--- config.mk ---
export PLATFORM = sky130hd
export DESIGN_NAME = io_confirm_ctrl
export DESIGN_NICKNAME = d
export VERILOG_FILES = /design/src/rtl/io_confirm_ctrl.sv
export SDC_FILE = /design/constraint.sdc
export NUM_CORES = 1
export LEC_CHECK = 0
export CAP_MARGIN = 40
export CORE_UTILIZATION = 47
export DETAILED_ROUTE_END_ITERATION = 8
export PLACE_DENSITY = 0.79
export SYNTH_ARGS = -nofsm -noshare
export SYNTH_HDL_FRONTEND = slang
export SYNTH_SLANG_ARGS = --single-unit
--- constraint.sdc ---
create_clock -name clk -period 4.2 [get_ports clk]
set_input_delay 0.84 -clock clk [delete_from_list [all_inputs] [get_ports clk]]
set_output_delay 0.84 -clock clk [all_outputs]
set_load 0.02 [all_outputs]
--- src/rtl/io_confirm_ctrl.sv ---
// io_confirm_ctrl: sequences memory-mapped IO accesses from the MEM stage.
// An IO read stalls the pipeline until a debounced confirm press, then
// captures the synchronised switches. An IO write loads the output register
// in a single cycle with no stall.
module io_confirm_ctrl #(
  parameter int DEBOUNCE_CYCLES = 20000,
  parameter int SW_WIDTH        = 16,
  parameter int OUT_WIDTH       = 32
) (
  input  logic                 clk,
  input  logic                 rst,
  input  logic                 io_read_i,
  input  logic                 io_write_i,
  input  logic [OUT_WIDTH-1:0] wdata_i,
  input  logic                 confirm_i,
  input  logic [SW_WIDTH-1:0]  switch_i,
  output logic                 stall_o,
  output logic [SW_WIDTH-1:0]  rdata_o,
  output logic                 rdata_valid_o,
  output logic [OUT_WIDTH-1:0] led_o,
  output logic [1:0]           state_o
);

  // A one-bit counter is kept even when a single cycle of agreement suffices.
  localparam int CNT_W = (DEBOUNCE_CYCLES > 1) ? $clog2(DEBOUNCE_CYCLES) : 1;
  localparam logic [CNT_W-1:0] CNT_MAX = CNT_W'(DEBOUNCE_CYCLES - 1);
  localparam logic [CNT_W-1:0] CNT_ONE = CNT_W'(1);

  typedef enum logic [1:0] {
    IDLE       = 2'd0,
    WAIT_REL   = 2'd1,
    WAIT_PRESS = 2'd2,
    CAPTURE    = 2'd3
  } state_t;

  state_t               state_q;
  state_t               state_d;
  logic                 cf_p0;
  logic                 cf_p1;
  logic [SW_WIDTH-1:0]  sw_p0;
  logic [SW_WIDTH-1:0]  sw_p1;
  logic                 db;
  logic [CNT_W-1:0]     cnt;
  logic                 press;
  logic                 cap_en;
  logic                 led_en;

  // --- stage p0/p1: two-flop synchronisers for the asynchronous board inputs
  always_ff @(posedge clk or posedge rst) begin
    if (rst) begin
      cf_p0 <= 1'b0;
      cf_p1 <= 1'b0;
      sw_p0 <= '0;
      sw_p1 <= '0;
    end else begin
      cf_p0 <= confirm_i;
      cf_p1 <= cf_p0;
      sw_p0 <= switch_i;
      sw_p1 <= sw_p0;
    end
  end

  // --- debouncer: db follows cf_p1 only after DEBOUNCE_CYCLES of disagreement
  always_ff @(posedge clk or posedge rst) begin
    if (rst) begin
      db  <= 1'b0;
      cnt <= '0;
    end else if (cf_p1 == db) begin
      cnt <= '0;
    end else if (cnt == CNT_MAX) begin
      db  <= cf_p1;
      cnt <= '0;
    end else begin
      cnt <= cnt + CNT_ONE;
    end
  end

  // A press is the edge at which db is about to flip from 0 to 1.
  assign press = ~db & cf_p1 & (cnt == CNT_MAX);

  // FSM state register; reset abandons any read in progress.
  always_ff @(posedge clk or posedge rst) begin
    if (rst) begin
      state_q <= IDLE;
    end else begin
      state_q <= state_d;
    end
  end

  // Next-state logic. A read takes priority over a simultaneous write, and a
  // still-held button must be released before it can complete a new read.
  always_comb begin
    state_d = state_q;
    cap_en  = 1'b0;
    led_en  = 1'b0;
    case (state_q)
      IDLE: begin
        if (io_read_i) begin
          state_d = db ? WAIT_REL : WAIT_PRESS;
        end else if (io_write_i) begin
          led_en = 1'b1;
        end
      end
      WAIT_REL: begin
        if (!db) begin
          state_d = WAIT_PRESS;
        end
      end
      WAIT_PRESS: begin
        if (press) begin
          cap_en  = 1'b1;
          state_d = CAPTURE;
        end
      end
      CAPTURE: begin
        // The read instruction is still in MEM here; it must not restart.
        state_d = IDLE;
      end
      default: begin
        state_d = IDLE;
      end
    endcase
  end

  // Output and read-data registers, loaded only on their enable conditions.
  always_ff @(posedge clk or posedge rst) begin
    if (rst) begin
      led_o   <= '0;
      rdata_o <= '0;
    end else begin
      if (led_en) begin
        led_o <= wdata_i;
      end
      if (cap_en) begin
        rdata_o <= sw_p1;
      end
    end
  end

  // Stall is combinational on the IDLE term so the read freezes from its
  // first MEM cycle; it is released in CAPTURE so write-back can proceed.
  always_comb begin
    stall_o       = ~rst & (((state_q == IDLE) & io_read_i) |
                            (state_q == WAIT_REL) | (state_q == WAIT_PRESS));
    rdata_valid_o = (state_q == CAPTURE);
    state_o       = state_q;
  end

endmodule

==> flow_summary_export.csv, run 1 <==
group,metric,value,unit
status,run_status,"completed",
place,post-dp-hpwl,4.52,mm
synth,synth-edff-count,0,
worst_setup_path,r2r-end,"rdata_o[6]",
final_layout,area_growth,37.6,%
power,share_comb_of_total_power,33.1,%
synth,netlist_instances,239,
route,wire_per_inst,14.3,um
worst_hold_path,hold_path_end,"sw_p1[15]",
clock_tree,post-cts-setup-buffers,0,
worst_setup_path,r2r_setup_slack,1.90,ns
global_route,grt_use_total,17.6,%
clock_tree,clk_latency,0.37,ns
final_layout,nets,411,
synth,syn_nets,299,
timing,min_period_over_period,69.8,%
synth,synth_top_area_cell,"dfrtp_1",
synth,synth_warnings,0,
worst_hold_path,hold_start,"sw_p0[15]",
timing,finalSetupViolations,0,
global_route,grt_max_degree,53,
clock_tree,root_buffer,"clkbuf_8",
global_route,antenna_found_initial,0,
timing,slew_violations,0,
clock_tree,clock_sink_count,100,
power,vdd_drop_max,0.000430,V
power,pwr-share-clk,23.3,%
clock_tree,tritoncts,"yes",
floorplan,die_w,90.5,um
worst_hold_path,hp-class,"register to register",
power,p_total,2.84,mW
route,first_pass_iters,4,
synth,synthTopCellsByCount,"dfrtp_1 (100), mux2_2 (38), nor2_1 (19)",
power,power_frac_seq,43.7,%
timing,fin_skew,0.0122,ns
place,dp.cells,439,
floorplan,start_util,49.7,%
floorplan,rows,31,
floorplan,die_h,90.5,um
synth,synth_top_area_share,68.0,%
clock_tree,numCtsBuffers,9,
timing,tightestPinTransition,0.626,ns
timing,finalCriticalPeriod,2.93,ns
route,vias_per_cell,4.87,
worst_setup_path,cp.required,3.36,ns
synth,syn_area,0.00368,mm^2
synth,async_reset_ff_share,100,%
timing,max_freq,341,MHz
global_route,grt_pass1_vias,2374,
worst_setup_path,cp-start-kind,"input pin",
route,vias,2216,
route,routed_wl,6.50,mm
worst_setup_path,path_class,"input pin to primary output",
route,ant_nets,0,
floorplan,die_area,0.00819,mm^2
worst_hold_path,hold_depth,0,
floorplan,core-area,0.00741,mm^2
synth,synth_area_leaders,"dfrtp_1 (68%), mux2_2 (12%), mux2_4 (4.1%), xnor2_1 (2.6%), ha_1 (2.4%)",
place,gp_congestion,0.762,
final_layout,diodes,0,
power,p_sw,0.898,mW
clock_tree,clockBufferDepth,2,
timing,tns,0,ns
route,drc,0,
global_route,grt_pass1_wl,11.2,mm
synth,ys_ff_latch,100,
clock_tree,clkTransAtPathRegs,0.10,ns
job,cap_violations,0,
power,p_leak,2.23,nW
synth,synth.avg_cell_area,15.4,um^2
power,p_int,1.94,mW
synth,ys.flop_type,"dfrtp_1",
synth,synthMostInstantiatedCell,"dfrtp_1",
worst_setup_path,cp.arrival,2.09,ns
place,port_buffers,104,
synth,synth_cell_types,28,
timing,max_slew_margin,58.3,%
worst_setup_path,r2r-start,"cnt[0]",
worst_setup_path,r2r_cells,5,
floorplan,pin_count,105,
timing,final-hold-violation-count,0,
clock_tree,cts.repair.resized,0,
power,p_sw_share,31.6,%
power,power_density,561,mW/mm^2
synth,seq_area_frac_synth,68.0,%
clock_tree,ctsHoldBuffers,0,
route,first_iter_violations,79,
worst_setup_path,end_kind,"primary output",
final_layout,fill_cells,511,
final_layout,finalNonFillerCells,455,
timing,rsz0062_at_grt,"no",
final_layout,drive_gt1_share,20.5,%
global_route,grt_overflow,0,
worst_setup_path,cp_max_fo,2,
clock_tree,htreeDepth,3,
==> routing by layer <==
metal / global-route usage [%] / up-vias / share of wire [%]
li1: - / 1033 / -
met2: 27.2 / 75 / 47
met3: 7.32 / 9 / 8.7
met5: 0 / - / 0
met1: 21.7 / 1099 / 43
met4: 7.66 / 0 / 1.7
==> flip-flops by register name, indices dropped and copies added, names as in the netlist <==
name,count
state_o,2
rdata_o,16
sw_p1,16
led_o,32
sw_p0,16
cf_p0,1
cf_p1,1
cnt,15
db,1
==> area by class of cell <==
class / count / area, um^2 / share of cell area (%)
Sequential cell: 100 / 2500 / 49.4
Inverter: 9 / 36.3 / 0.717
Tap cell: 99 / 124 / 2.45
Timing Repair Buffer: 107 / 1060 / 21.0
Multi-Input combinational cell: 124 / 1110 / 21.9
Clock buffer: 9 / 124 / 2.45
Clock inverter: 7 / 103 / 2.03
==> cells in the final DEF (no fill, tap or decap), drive strengths merged <==
cell type / Yosys / final
ha: 7 / 7
clkbuf: 1 / 9
nand2: 6 / 6
clkinv: 0 / 3
bufinv: 0 / 1
inv: 9 / 12
nand3: 7 / 7
a211oi: 1 / 1
buf: 5 / 3
mux2i: 4 / 4
dfrtp: 100 / 100
nor4: 5 / 5
nor2: 19 / 19
mux2: 48 / 48
or4bb: 1 / 1
nor3: 3 / 3
o41ai: 1 / 1
xor2: 2 / 2
xnor2: 11 / 11
nand4: 3 / 3
nor2b: 1 / 1
or4: 1 / 1
a21oi: 2 / 2
a31o: 1 / 1
clkdlybuf4s50: 0 / 104
or2: 1 / 1
==> logic make-up (layout without fill, tap and decap cells) <==
kind of cell / count (synthesis) / after routing / synth area share (%)
flops: 100 / 100 / 68.0
simple gates: 47 / 47 / 6.97
fa+ha+maj: 7 / 7 / 2.38
mux: 52 / 52 / 16.8
buf+inv: 15 / 132 / 1.84
xor+xnor: 13 / 13 / 3.09
compound gates: 5 / 5 / 0.952
==> how the worst max path moves through the flow <==
stage | from | end | slack (ns) | depth (start not counted)
final | io_read_i | stall_o | 1.27 | 4
after global routing | io_read_i | stall_o | 1.21 | 4
after CTS | io_read_i | stall_o | 1.27 | 4
after detailed placement | io_read_i | stall_o | 1.26 | 4
after global placement | io_read_i | stall_o | 1.28 | 4
after floorplan | rst | cf_p0 | 0.74 | 1
==> per-stage QoR <==
step | cell area [um^2] | hold slack, ns | setup slack (ns) | utilization, %
2_1_floorplan | 3680 | 0.331 | 0.741 | -
3_3_place_gp | 4840 | 0.332 | 1.28 | 65.3
3_5_place_dp | 4840 | 0.336 | 1.26 | 65.3
4_1_cts | 5060 | 0.354 | 1.27 | 68.3
5_1_grt | 5060 | 0.364 | 1.21 | 68.3
6_report | 5060 | 0.349 | 1.27 | 68.3
==> power groups by stage <==
stage | sequential, mW | combinational (mW) | clock, mW
CTS | 1.24 | 0.950 | 0.679
detailed placement | 1.26 | 0.942 | 0
finish | 1.24 | 0.939 | 0.661
floorplan | 1.45 | 0.279 | 0
global route | 1.26 | 0.997 | 0.721
global placement | 1.25 | 0.925 | 0
==> worst max-delay path: stages <==
cell and delay, ns:
clkdlybuf4s50_1 0.48, a211oi_1 0.07, nor2_1 0.09, clkdlybuf4s50_1 0.61
No activity file was read; power rests on OpenSTA's default activity.
==> run 2, diff against run 1 <==
==> constraint.sdc (replaced) <==
create_clock -name clk -period 3 [get_ports clk]
set_input_delay 0.6 -clock clk [delete_from_list [all_inputs] [get_ports clk]]
set_output_delay 0.6 -clock clk [all_outputs]
set_load 0.02 [all_outputs]
==> run 2 against run 1 <==
Effect of this change:
- die area is the same
- largest cell class unchanged
- final area is essentially flat
- register-to-register slack lost 1.2 ns
- clock skew shrank 0.0050 ns
- first-iteration DRC count grew 29%
- sequential power grew 40%
- core utilization shrank 0.067 points
- critical endpoint unchanged
==> flow_summary_export.csv, run 2 (synthesis results as in run 1) <==
group,metric,value,unit
clock_tree,htreeDepth,3,
final_layout,fin_area,0.00506,mm^2
worst_setup_path,r2r-start,"cnt[0]",
global_route,grt_use_total,17.2,%
clock_tree,ctsHoldBuffers,0,
status,run_status,"completed",
final_layout,area_growth,37.4,%
place,pre_cts_slack,0.531,ns
route,ant_nets,0,
clock_tree,cts.repair.resized,0,
floorplan,start_util,49.7,%
clock_tree,clkTransAtPathRegs,0.10,ns
clock_tree,post-cts-setup-buffers,0,
power,p_leak,2.21,nW
floorplan,pin_count,105,
global_route,grt_pass1_vias,2303,
worst_setup_path,slowest_stage,"clkdlybuf4s50_1",
worst_setup_path,r2r_cells,5,
global_route,antenna_found_initial,0,
place,port_buffers,104,
worst_setup_path,path_class,"register to primary output",
power,vdd_drop_max,0.000472,V
timing,max_freq,387,MHz
timing,max_slew_margin,54.6,%
worst_hold_path,hold_start,"sw_p0[6]",
timing,rsz0062_at_grt,"no",
timing,finalSetupViolations,0,
job,cap_violations,0,
route,wire_per_inst,14.5,um
timing,final-hold-violation-count,0,
route,drc,0,
global_route,grt_max_degree,43,
worst_hold_path,hold_depth,0,
timing,min_period_over_period,86.1,%
timing,finalCriticalPeriod,2.58,ns
worst_setup_path,crit_cells,5,
route,first_iter_violations,102,
worst_setup_path,cp.arrival,1.98,ns
global_route,grt.met2_usage,26.2,%
final_layout,largest_reg_flops,32,
timing,finalHoldWorstSlack,0.356,ns
power,power_density,766,mW/mm^2
final_layout,diodes,0,
final_layout,nets,411,
worst_setup_path,cp-start-kind,"register",
clock_tree,root_buffer,"clkbuf_8",
timing,fin_ws,0.417,ns
route,vias,2215,
power,p_total,3.87,mW
clock_tree,clk_latency,0.37,ns
final_layout,fin_util,68.3,%
place,post-dp-hpwl,4.69,mm
final_layout,most-common-layout-cells,"clkdlybuf4s50_1 (104), dfrtp_1 (100), mux2_2 (38), nor2_1 (19), xnor2_1 (11)",
final_layout,drive_gt1_share,20.5,%
final_layout,layout_commonest_cell,"clkdlybuf4s50_1",
clock_tree,clock_sink_count,100,
worst_setup_path,slowest_delay,0.53,ns
route,first_pass_iters,4,
place,gp_congestion,0.743,
worst_setup_path,cp.required,2.40,ns
floorplan,die_w,90.5,um
global_route,busiest_layer,"met2",
timing,fin_skew,0.00721,ns
global_route,grt_overflow,0,
worst_setup_path,startpoint,"state_o[0]",
global_route,grt_pass1_wl,10.8,mm
place,dp.cells,439,
route,vias_per_cell,4.87,
floorplan,die_h,90.5,um
timing,slew_violations,0,
floorplan,rows,31,
clock_tree,tritoncts,"yes",
global_route,use_met1,21.7,%
worst_setup_path,cp_max_fo,4,
route,routed_wl,6.59,mm
timing,tightestPinTransition,0.680,ns
global_route,use_met3,7.07,%
worst_setup_path,cpLargestDelayFamily,"buffers and inverters",
place,post_dp_cell_area,0.00486,mm^2
worst_hold_path,hp-class,"register to register",
clock_tree,clockBufferDepth,2,
final_layout,regMostFlops,"led_o",
floorplan,die_area,0.00819,mm^2
floorplan,core-area,0.00741,mm^2
clock_tree,numCtsBuffers,9,
timing,tns,0,ns
final_layout,finalNonFillerCells,455,
worst_setup_path,crit_buf_inv,2,
worst_setup_path,end_kind,"primary output",
worst_setup_path,path_cells,"inv_1, ha_1, a211oi_1, nor2_1, clkdlybuf4s50_1",
run 2: per-layer routing:
metal / vias up / share of wire (%)
met1: 1098 / 41
met4: 0 / 1.4
met5: - / 0
li1: 1035 / -
met2: 75 / 48
met3: 7 / 8.8
run 2: final cells by class:
cell class / count / area [um^2]
clock buffers: 9 / 124
clock inverters: 7 / 71.3
fillers: 535 / 2350
inverters: 9 / 37.5
multi-input cells: 124 / 1110
flip-flops and latches: 100 / 2500
well taps: 99 / 124
repair buffers: 107 / 1090
run 2: worst paths after layout:
check / slack (ns) / to
setup reg to reg: 0.73 / rdata_o[5]
min in group asynchronous: 0.70 / rdata_o[7]
hold reg to reg: 0.36 / sw_p1[6]
setup / recovery: 0.42 / stall_o
hold / removal: 0.36 / sw_p1[6]
max in group asynchronous: 1.68 / led_o[25]
run 2: power by group:
part | switching, mW | internal, mW
Clock | 0.505 | 0.324
Combinational | 0.604 | 0.706
Sequential | 0.130 | 1.60
Total | 1.24 | 2.63
